[config.mk]
export PLATFORM = sky130hd
export DESIGN_NAME = crossing_interval_timer
export DESIGN_NICKNAME = d
export VERILOG_FILES = /design/src/rtl/crossing_interval_timer.sv
export SDC_FILE = /design/constraint.sdc
export NUM_CORES = 1
export LEC_CHECK = 0
export CORE_UTILIZATION = 52
export CTS_BUF_LIST = sky130_fd_sc_hd__clkbuf_2
export CTS_CLUSTER_SIZE = 16
export DETAILED_ROUTE_END_ITERATION = 16
export PLACE_DENSITY_LB_ADDON = 0.08
export SKIP_CTS_REPAIR_TIMING = 1
export SLEW_MARGIN = 30
export SYNTH_ARGS = -nofsm -noshare
export SYNTH_HDL_FRONTEND = slang
export SYNTH_SLANG_ARGS = --single-unit
export TNS_END_PERCENT = 20
[constraint.sdc]
create_clock -name clk -period 1.47 [get_ports clk]
set_input_delay 0.2205 -clock clk [delete_from_list [all_inputs] [get_ports clk]]
set_output_delay 0.2205 -clock clk [all_outputs]
set_load 0.02 [all_outputs]
[src/rtl/crossing_interval_timer.sv]
// Interval timer used by the pedestrian-crossing controller.
// Ports: clk, reset (async, active-high), ld/sel load, T expiry, busy, remaining, tick, err.
module crossing_interval_timer #(
  parameter int TICK_DIV = 4,
  parameter int DUR0     = 1,
  parameter int DUR1     = 2,
  parameter int DUR2     = 3,
  parameter int DUR3     = 5
) (
  input  logic       clk,
  input  logic       reset,
  input  logic       ld,
  input  logic [3:0] sel,
  output logic [3:0] T,
  output logic       busy,
  output logic [7:0] remaining,
  output logic       tick,
  output logic       err
);

  if (DUR0 > 255 || DUR1 > 255 || DUR2 > 255 || DUR3 > 255 ||
      TICK_DIV < 1) begin : g_param_err
    $error("crossing_interval_timer: bad DURx or TICK_DIV");
  end

  localparam int PW = (TICK_DIV > 1) ? $clog2(TICK_DIV) : 1;
  localparam logic [PW-1:0] TOP = PW'(TICK_DIV - 1);

  // Zero durations behave as a single tick.
  localparam logic [7:0] D0 = (DUR0 == 0) ? 8'd1 : 8'(DUR0);
  localparam logic [7:0] D1 = (DUR1 == 0) ? 8'd1 : 8'(DUR1);
  localparam logic [7:0] D2 = (DUR2 == 0) ? 8'd1 : 8'(DUR2);
  localparam logic [7:0] D3 = (DUR3 == 0) ? 8'd1 : 8'(DUR3);

  typedef enum logic {IDLE, RUN} state_t;

  state_t        state_q, state_d;
  logic [PW-1:0] presc_q, presc_d;
  logic [7:0]    rem_q, rem_d;
  logic [1:0]    act_q, act_d;
  logic [3:0]    t_q, t_d;
  logic          tick_q, tick_d;
  logic          err_q, err_d;

  logic       sel_one;
  logic       ld_one, ld_zero, ld_bad;
  logic       run, wrap, expire;
  logic [1:0] idx;
  logic [7:0] dur;

  assign sel_one = (sel != 4'd0) && ((sel & (sel - 4'd1)) == 4'd0);
  assign ld_one  = ld && sel_one;
  assign ld_zero = ld && (sel == 4'd0);
  assign ld_bad  = ld && !sel_one && (sel != 4'd0);
  assign run     = (state_q == RUN);
  assign wrap    = run && (presc_q == TOP);
  // A valid load or cancel on the final tick edge wins over expiry.
  assign expire  = wrap && (rem_q == 8'd1) && !ld_one && !ld_zero;

  always_comb begin
    idx = 2'd0;
    case (1'b1)
      sel[0]:  idx = 2'd0;
      sel[1]:  idx = 2'd1;
      sel[2]:  idx = 2'd2;
      sel[3]:  idx = 2'd3;
      default: idx = 2'd0;
    endcase
  end

  always_comb begin
    dur = D0;
    case (idx)
      2'd0:    dur = D0;
      2'd1:    dur = D1;
      2'd2:    dur = D2;
      default: dur = D3;
    endcase
  end

  // State register and datapath flops.
  always_ff @(posedge clk or posedge reset) begin
    if (reset) begin
      state_q <= IDLE;
      presc_q <= '0;
      rem_q   <= '0;
      act_q   <= '0;
      t_q     <= '0;
      tick_q  <= 1'b0;
      err_q   <= 1'b0;
    end else begin
      state_q <= state_d;
      presc_q <= presc_d;
      rem_q   <= rem_d;
      act_q   <= act_d;
      t_q     <= t_d;
      tick_q  <= tick_d;
      err_q   <= err_d;
    end
  end

  // Next-state logic.
  always_comb begin
    state_d = state_q;
    if (ld_one)       state_d = RUN;
    else if (ld_zero) state_d = IDLE;
    else if (expire)  state_d = IDLE;
  end

  // Datapath next values.
  always_comb begin
    presc_d = presc_q;
    rem_d   = rem_q;
    act_d   = act_q;
    t_d     = 4'd0;
    tick_d  = 1'b0;
    err_d   = ld_bad;
    if (ld_one) begin
      act_d   = idx;
      rem_d   = dur;
      presc_d = '0;
    end else if (ld_zero) begin
      rem_d   = '0;
      presc_d = '0;
    end else if (run) begin
      if (wrap) begin
        presc_d = '0;
        rem_d   = rem_q - 8'd1;
        // No tick on the expiry edge: busy drops there.
        tick_d  = !expire;
        if (expire) t_d = 4'd1 << act_q;
      end else begin
        presc_d = presc_q + PW'(1);
      end
    end
  end

  // Outputs.
  always_comb begin
    T         = t_q;
    busy      = run;
    remaining = rem_q;
    tick      = tick_q;
    err       = err_q;
  end

endmodule

==> impl_metrics.yaml <==
critical_path:
  arrival_ns: 1.70
  crit_fanout: 6
  reg2reg_depth: 5
  end_kind: "register"
  required_ns: 1.73
  startpoint_type: "register"
  criticalPathCategory: "register to register"
logic_synthesis:
  postSynthCellCount: 97
  ys.flop_type: "dfrtp_1"
  synthArstFlopShare: 1.00
  ys_types: 33
  synth_edf_count: 0
  yosys_warnings: 0
  ys_seq_elements: 19
  synthesis.nets: 109
  netlist_area_sq_um: 1040
  yosysSeqAreaShare: 0.456
  avgSynthCellArea_sq_um: 10.7
run_status:
  outcome: "finished clean"
floorplanning:
  dieArea_sq_um: 2190
  core_sq_um: 1800
  rows: 15
  pin_count: 22
  die-height_um: 46.8
  start_util: 0.578
  die_w_um: 46.8
placed_design:
  dpl.hpwl_mm: 1.50
  portBuffers: 21
  dp_cells: 153
  place_congestion: 0.829
power:
  leakage_nw: 0.899
  power.density_nw_per_um2: 1230
  peakVddDrop_mv: 1.20
detailed_routing:
  drc_errors: 0
  routed_via_density: 5.39
  first_pass_iters: 4
  drt_wl_total_mm: 2.01
  drtIter0Drc: 20
  final_antenna_net_count: 0
  vias: 847
  wl_per_cell_um: 12.8
job:
  maxCapViolations: 0
clocking:
  root_buffer: "clkbuf_2"
  clock_sink_count: 19
  numCtsBuffers: 3
  cts_tree: "yes"
  path_clk_slew_ns: 0.17
  clk_path_buf_depth: 2
  clk_latency_ns: 0.31
  ctsHtreeMaxLevel: 1
grt:
  use_met3: 0.0346
  met2_usage: 0.350
  grt.total_usage: 0.207
  grt_pass1_vias: 765
  grt_max_degree: 20
  grt_pass1_wl_mm: 3.15
  antenna_found_initial: 0
  grt_overflow: 0
  grt.busiest_layer: "met2"
  grt_use_met1: 0.263
sta:
  post-route-period-util: 0.974
  worst_pin_slew_ns: 0.322
  max_freq_ghz: 0.698
  fin_worst_skew_ns: 0.00455
  finalSetupViolCount: 0
  finalCriticalPeriod_ns: 1.43
  finalMaxSlewViolations: 0
  maxSlewHeadroom: 0.785
  hold_viol_final: 0
  rsz0062_at_grt: "yes"
finish:
  final_cells: 157
  nNetsFinal: 145
  antenna_cells_inserted: 0
  fin_util: 0.799
  area_growth_pct: 38.2
  fillers: 127
  drive_gt1_frac: 0.265
min_path:
  hold_class: "primary input to async pin"
-- cell families (layout without fill, tap and decap cells) --
| group | after synthesis | count (layout) | share of synthesized area |
|---|---|---|---|
| adder cells (fa/ha/maj) | 5 | 5 | 0.0600 |
| multiplexers | 2 | 2 | 0.0288 |
| AO/OA/AOI/OAI | 13 | 13 | 0.0984 |
| AND/OR/NAND/NOR | 42 | 42 | 0.251 |
| flip-flops | 19 | 19 | 0.456 |
| XOR/XNOR | 7 | 7 | 0.0588 |
| buffers and inverters | 9 | 44 | 0.0468 |
-- placed cells by master (no fill, tap or decap), types with 2 or more instances in the layout --
cell type | Yosys | layout
nor3b_1 | 3 | 3
mux2_4 | 2 | 2
o22a_1 | 2 | 2
nand2b_4 | 2 | 2
clkdlybuf4s50_1 | 0 | 2
nor4_1 | 2 | 2
dlymetal6s2s_1 | 0 | 19
dfrtp_1 | 19 | 16
a21oi_1 | 4 | 4
dfrtp_2 | 0 | 3
nor2_1 | 11 | 11
nand3_1 | 2 | 2
buf_4 | 2 | 13
clkbuf_2 | 0 | 4
nor4b_2 | 2 | 3
inv_1 | 6 | 6
a211oi_1 | 2 | 2
xor2_1 | 6 | 6
nor3_1 | 5 | 4
ha_1 | 5 | 4
nand2_1 | 6 | 6
-- through the flow --
stage	cell area, sq um	TNS (ns)	hold slack [ns]	power (mW)	worst slack, ns
finish	1440	0	0.223	1.78	0.0377
global route	1440	-0.287	0.244	1.89	-0.0934
CTS	1380	-1.62	0.233	1.79	-0.248
detailed placement	1360	-5.28	0.504	1.57	-0.429
global placement	1360	-4.58	0.503	1.53	-0.429
floorplan	1040	0	0.172	1.23	0.0586
-- Yosys cell counts, types with 2 or more instances --
library cell / count / area (sq um)
a211oi_1: 2 / 15.0
a21oi_1: 4 / 20.0
buf_4: 2 / 15.0
dfrtp_1: 19 / 475
ha_1: 5 / 62.6
inv_1: 6 / 22.5
mux2_4: 2 / 30.0
nand2_1: 6 / 22.5
nand2b_4: 2 / 27.5
nand3_1: 2 / 10.0
nor2_1: 11 / 41.3
nor3_1: 5 / 25.0
nor3b_1: 3 / 22.5
nor4_1: 2 / 12.5
nor4b_2: 2 / 30.0
o22a_1: 2 / 17.5
xor2_1: 6 / 52.6
-- routing by layer --
layer | wire length, um | up-vias
met5 | 0 | -
met4 | 30 | 0
met3 | 93 | 5
met2 | 993 | 22
met1 | 890 | 413
li1 | - | 407
-- flip-flops by register name, indices dropped and copies added, names as in the netlist --
register	count
T	4
presc_q	2
tick	1
busy	1
err	1
remaining	8
act_q	2
-- worst max-delay path: stages, from the launching register on --
cell and delay (ns):
dfrtp_1 0.44, ha_2 0.20, and2_2 0.21, and3_1 0.20, o32ai_2 0.19, o21a_1 0.15
-- path summary, 6_finish.rpt --
path                                end  slack [ns]       start
setup / recovery           remaining[2]        0.04  presc_q[0]
hold / removal               presc_q[1]        0.22       reset
setup reg to reg           remaining[2]        0.04  presc_q[0]
hold reg to reg                    T[1]        0.52    act_q[1]
max in group asynchronous          busy        1.04       reset
min in group clk                    err        0.45      sel[3]
-- where the power goes --
group / internal, mW / switching, mW / total, mW / leakage, nW
registers: 0.646 / 0.141 / 0.787 / 0.248
logic: 0.387 / 0.374 / 0.761 / 0.635
clock network: 0.0721 / 0.156 / 0.228 / 0.0166
-- final cells by class --
| type | count | area [sq um] | share of cell area |
|---|---|---|---|
| Timing Repair Buffer | 34 | 355 | 0.247 |
| Tap cell | 25 | 31.3 | 0.0217 |
| Multi-Input combinational cell | 69 | 532 | 0.369 |
| Clock buffer | 4 | 20.0 | 0.0139 |
| Sequential cell | 19 | 479 | 0.333 |
| Inverter | 6 | 22.5 | 0.0156 |
Note: power is estimated with default switching activity, not from simulation.
